`config.mk`:
```
export PLATFORM = sky130hd
export DESIGN_NAME = serial_subtractor
export DESIGN_NICKNAME = d
export VERILOG_FILES = /design/src/rtl/serial_subtractor.sv
export SDC_FILE = /design/constraint.sdc
export NUM_CORES = 1
export LEC_CHECK = 0
export CAP_MARGIN = 20
export CORE_MARGIN = 5
export CORE_UTILIZATION = 46
export CTS_BUF_LIST = sky130_fd_sc_hd__clkbuf_16
export DETAILED_ROUTE_END_ITERATION = 8
export MAX_ROUTING_LAYER = met4
export PLACE_DENSITY = 0.8
export SYNTH_ARGS = -nofsm -noshare
export SYNTH_HDL_FRONTEND = slang
export SYNTH_SLANG_ARGS = --single-unit
```
`constraint.sdc`:
```
create_clock -name clk -period 2.2 [get_ports clk]
set_clock_uncertainty 0.2 [all_clocks]
set_input_delay 0.44 -clock clk [delete_from_list [all_inputs] [get_ports clk]]
set_output_delay 0.44 -clock clk [all_outputs]
set_load 0.1 [all_outputs]
```
`src/rtl/serial_subtractor.sv`:
```
// serial_subtractor: bit-serial ripple-borrow subtractor, computes a - b - bin
// one bit per clock, LSB first, behind a start/busy/done handshake.
// Optional feature: define SERIAL_SUB_SIGNED_OVF_EN to compute the signed
// overflow flag; when undefined, ovf is tied low and no extra flops exist.
module serial_subtractor #(
    parameter int WIDTH = 4
) (
    input  logic             clk,
    input  logic             reset_n,
    input  logic             start,
    input  logic [WIDTH-1:0] a,
    input  logic [WIDTH-1:0] b,
    input  logic             bin,
    output logic [WIDTH-1:0] diff,
    output logic             bout,
    output logic             busy,
    output logic             done,
    output logic             ovf
);

    localparam int CNT_W = $clog2(WIDTH);

    typedef enum logic [1:0] {
        S_IDLE  = 2'd0,
        S_SHIFT = 2'd1,
        S_DONE  = 2'd2
    } state_t;

    state_t             state_q;
    logic [WIDTH-1:0]   a_q;
    logic [WIDTH-1:0]   b_q;
    logic               br_q;
    logic [WIDTH-1:0]   res_q;
    logic [CNT_W-1:0]   cnt_q;
    logic [WIDTH-1:0]   diff_q;
    logic               bout_q;
    logic               busy_q;
    logic               done_q;

    logic               dbit_d;
    logic               br_d;
    logic [WIDTH-1:0]   res_d;
    logic               last_shift;

    // Full-subtractor cell on the current LSBs plus the running borrow
    always_comb begin
        dbit_d     = a_q[0] ^ b_q[0] ^ br_q;
        br_d       = (~a_q[0] & b_q[0]) | (~(a_q[0] ^ b_q[0]) & br_q);
        res_d      = {dbit_d, res_q[WIDTH-1:1]};
        last_shift = (cnt_q == CNT_W'(WIDTH - 1));
    end

    // Control FSM with registered handshake outputs and the serial datapath
    always_ff @(posedge clk or negedge reset_n) begin
        if (!reset_n) begin
            state_q <= S_IDLE;
            a_q     <= '0;
            b_q     <= '0;
            br_q    <= 1'b0;
            res_q   <= '0;
            cnt_q   <= '0;
            diff_q  <= '0;
            bout_q  <= 1'b0;
            busy_q  <= 1'b0;
            done_q  <= 1'b0;
        end else begin
            done_q <= 1'b0;
            case (state_q)
                S_IDLE: begin
                    if (start) begin
                        a_q     <= a;
                        b_q     <= b;
                        br_q    <= bin;
                        res_q   <= '0;
                        cnt_q   <= '0;
                        busy_q  <= 1'b1;
                        state_q <= S_SHIFT;
                    end
                end
                S_SHIFT: begin
                    a_q   <= a_q >> 1;
                    b_q   <= b_q >> 1;
                    br_q  <= br_d;
                    res_q <= res_d;
                    cnt_q <= cnt_q + CNT_W'(1);
                    if (last_shift) begin
                        state_q <= S_DONE;
                    end
                end
                S_DONE: begin
                    // Result is only published here, so diff/bout stay stable while shifting
                    diff_q  <= res_q;
                    bout_q  <= br_q;
                    done_q  <= 1'b1;
                    busy_q  <= 1'b0;
                    state_q <= S_IDLE;
                end
                default: begin
                    busy_q  <= 1'b0;
                    state_q <= S_IDLE;
                end
            endcase
        end
    end

`ifdef SERIAL_SUB_SIGNED_OVF_EN
    logic a_msb_q;
    logic b_msb_q;
    logic ovf_q;

    // Operand sign bits are shifted out of a_q/b_q, so keep copies for the overflow test
    always_ff @(posedge clk or negedge reset_n) begin
        if (!reset_n) begin
            a_msb_q <= 1'b0;
            b_msb_q <= 1'b0;
            ovf_q   <= 1'b0;
        end else if ((state_q == S_IDLE) && start) begin
            a_msb_q <= a[WIDTH-1];
            b_msb_q <= b[WIDTH-1];
        end else if (state_q == S_DONE) begin
            ovf_q <= (a_msb_q != b_msb_q) && (res_q[WIDTH-1] != a_msb_q);
        end
    end

    assign ovf = ovf_q;
`else
    assign ovf = 1'b0;
`endif

    assign diff = diff_q;
    assign bout = bout_q;
    assign busy = busy_q;
    assign done = done_q;

endmodule

```
==> results.cfg <==
[outcome]
status = completed

[synthesis]
synth_area_sq_um = 1087
synth_edf_count = 0
syn_inst = 89
yosys_warnings = 0
synth_area_per_cell_sq_um = 12.22
ys_ff_latch = 24
netlist.area_leader.share_pct = 55.24
synthFlopType = dfrtp_1
synthArstFlopShare_pct = 100.0
ys_types = 29
synth.most_common_cell = dfrtp_1
ys_seq_area_share_pct = 55.24
synth_area_leaders = dfrtp_1, mux2_2, nor4b_1
synth_top_area_cell = dfrtp_1
syn-num-nets = 103
ys_top_cells_by_count = dfrtp_1, inv_1, nor4b_1

[floorplan]
num_io_pins = 20
die_width_um = 58.62
die_area_sq_um = 3436
core.rowCount = 17
coreArea_sq_um = 2233
start_util_pct = 48.68
fp.dieH_um = 58.62

[clock_tree]
cts_setup_buffers = 0
cts_tree = done
clock_latency_ns = 0.25
clk_transition_reported_paths_ns = 0.06
numCtsBuffers = 3
cts_buffer_depth = 2
hold_buffers = 0
htree_levels = 1
root_buffer = clkbuf_16
cts_resized = 0
cts_sinks = 24

[global_route]
grt_pass1_wl_um = 3236
grt_overflow = 0
grt_max_degree = 25
grt.total_usage_pct = 12.86
grt_pass1_vias = 689
grt_antenna_before_repair = 0

[sta]
hold_violations = 0
period_share_pct = 84.91
slew_headroom_pct = 45.58
worst_pin_slew_ns = 0.8146
fmax_mhz = 535.3
finalSetupTns_ns = 0
setup_viol = 0
maxSlewViolCount = 0
period_needed_ns = 1.868
rsz0062_at_grt = no

[power]
p_comb_share_pct = 42.8
leakage_nw = 0.6169
swShare_pct = 41.03
seqPwrFrac_pct = 35.0
power_frac_clock_pct = 22.2
p_int_mw = 1.353
power_density_nw_per_um2 = 1695
switching_power_mw = 0.9414
ir_drop_mv = 1.203

[final_layout]
layout-drive-gt1-share_pct = 20.95
diodes = 0
utilization_pct = 60.62
multi_input_area_sq_um = 390.4
fill_cells = 188
area_delta_synth_final_pct = 24.51
nets = 120
area.sequential_sq_um = 600.6

[routing]
wirelength_um = 1945
drc = 0
vias = 735
first_pass_iters = 4
vias_per_cell = 5.526
postRouteAntennaNets = 0
drt_iter0_drc = 20
wl_per_cell_um = 14.62

[critical_path]
reg2reg_from = state_q[0]
path_max_fanout = 11
cp.arrival_ns = 1.75
crit_required_ns = 2.08
critical_path.startpoint = start
end_kind = flop
cp-start-kind = input port
critical_path_class = in2reg

[placed_design]
routabilityCongestion = 0.7203
portBuffers = 18
dp_hpwl_um = 1331

[flow_run]
cap_violations = 0

[worst_hold_path]
min_path_type = reg2reg
worstHoldStart = cnt_q[0]
[cells in the final DEF, fill, tap and decap left out, types with 3 or more instances in the layout]
cell             count
inv_1               10
clkdlybuf4s50_1     11
a22o_1               5
clkbuf_16            3
mux2_2               5
dfrtp_1             24
buf_4               10
nor4b_1              6
a221oi_1             5
nand2b_1             4
[sequential cells by signal (all words and copies together) (netlist names)]
name / flops
a_q: 4
b_q: 4
bout: 1
br_q: 1
busy: 1
cnt_q: 2
diff: 4
done: 1
res_q: 4
state_q: 2
[through the flow]
step                cell area [sq um]  hold WS, ns  total power, mW  instances  setup WS, ns
floorplan                        1087     -0.05559            1.603         89        0.6625
global placement                 1249       0.2721            1.754        129        0.1537
detailed placement               1249       0.2842            1.789        129       0.06002
CTS                              1354       0.2896            2.311        133        0.3328
global route                     1354       0.3251            2.417        133        0.2047
finish                           1354       0.2880            2.294        133        0.3319
[cells by family (layout without fill, tap and decap cells)]
family	Yosys count	count (layout)	share of synthesized area (%)
other	1	1	0.3449
adder cells (fa/ha/maj)	2	2	2.992
AND/OR/NAND/NOR	19	19	12.54
buffers and inverters	19	35	8.861
flip-flops	24	24	55.24
multiplexers	6	6	6.099
AO/OA/AOI/OAI	18	18	13.92
[power by group through the flow]
stage	clock, mW	combinational [mW]	sequential (mW)
3_5_place_dp	0	0.983	0.806
4_1_cts	0.514	0.993	0.804
5_1_grt	0.532	1.05	0.834
3_3_place_gp	0	0.959	0.796
6_report	0.510	0.982	0.802
2_1_floorplan	0	0.515	1.09
[routing by layer]
metal / track usage, % / routed length [um]
met5: - / 0
met4: 3.236 / 31
met3: 5.044 / 141
met2: 18.34 / 916
met1: 17.20 / 855
[worst max-delay path, cell delays in order]
cell and delay, ns:
clkdlybuf4s50_1 0.46, o21bai_1 0.67, a221oi_1 0.18
[final cells by class]
cell class | count | area share, %
Clock buffer | 3 | 5.545
Timing Repair Buffer | 21 | 13.68
Tap cell | 28 | 2.588
Sequential cell | 24 | 44.36
Clock inverter | 1 | 2.218
Inverter | 10 | 2.773
Multi-Input combinational cell | 46 | 28.84
[path summary, 6_finish.rpt]
check                            to  slack, ns  cells past startpoint
max in group asynchronous    b_q[3]       1.24                      2
min in group asynchronous   diff[1]       0.33                      2
hold reg to reg            cnt_q[0]       0.29                      1
hold / removal             cnt_q[0]       0.29                      1
setup / recovery               br_q       0.33                      3
setup reg to reg               br_q       0.37                      2
Note: power is estimated with default switching activity, not from simulation.
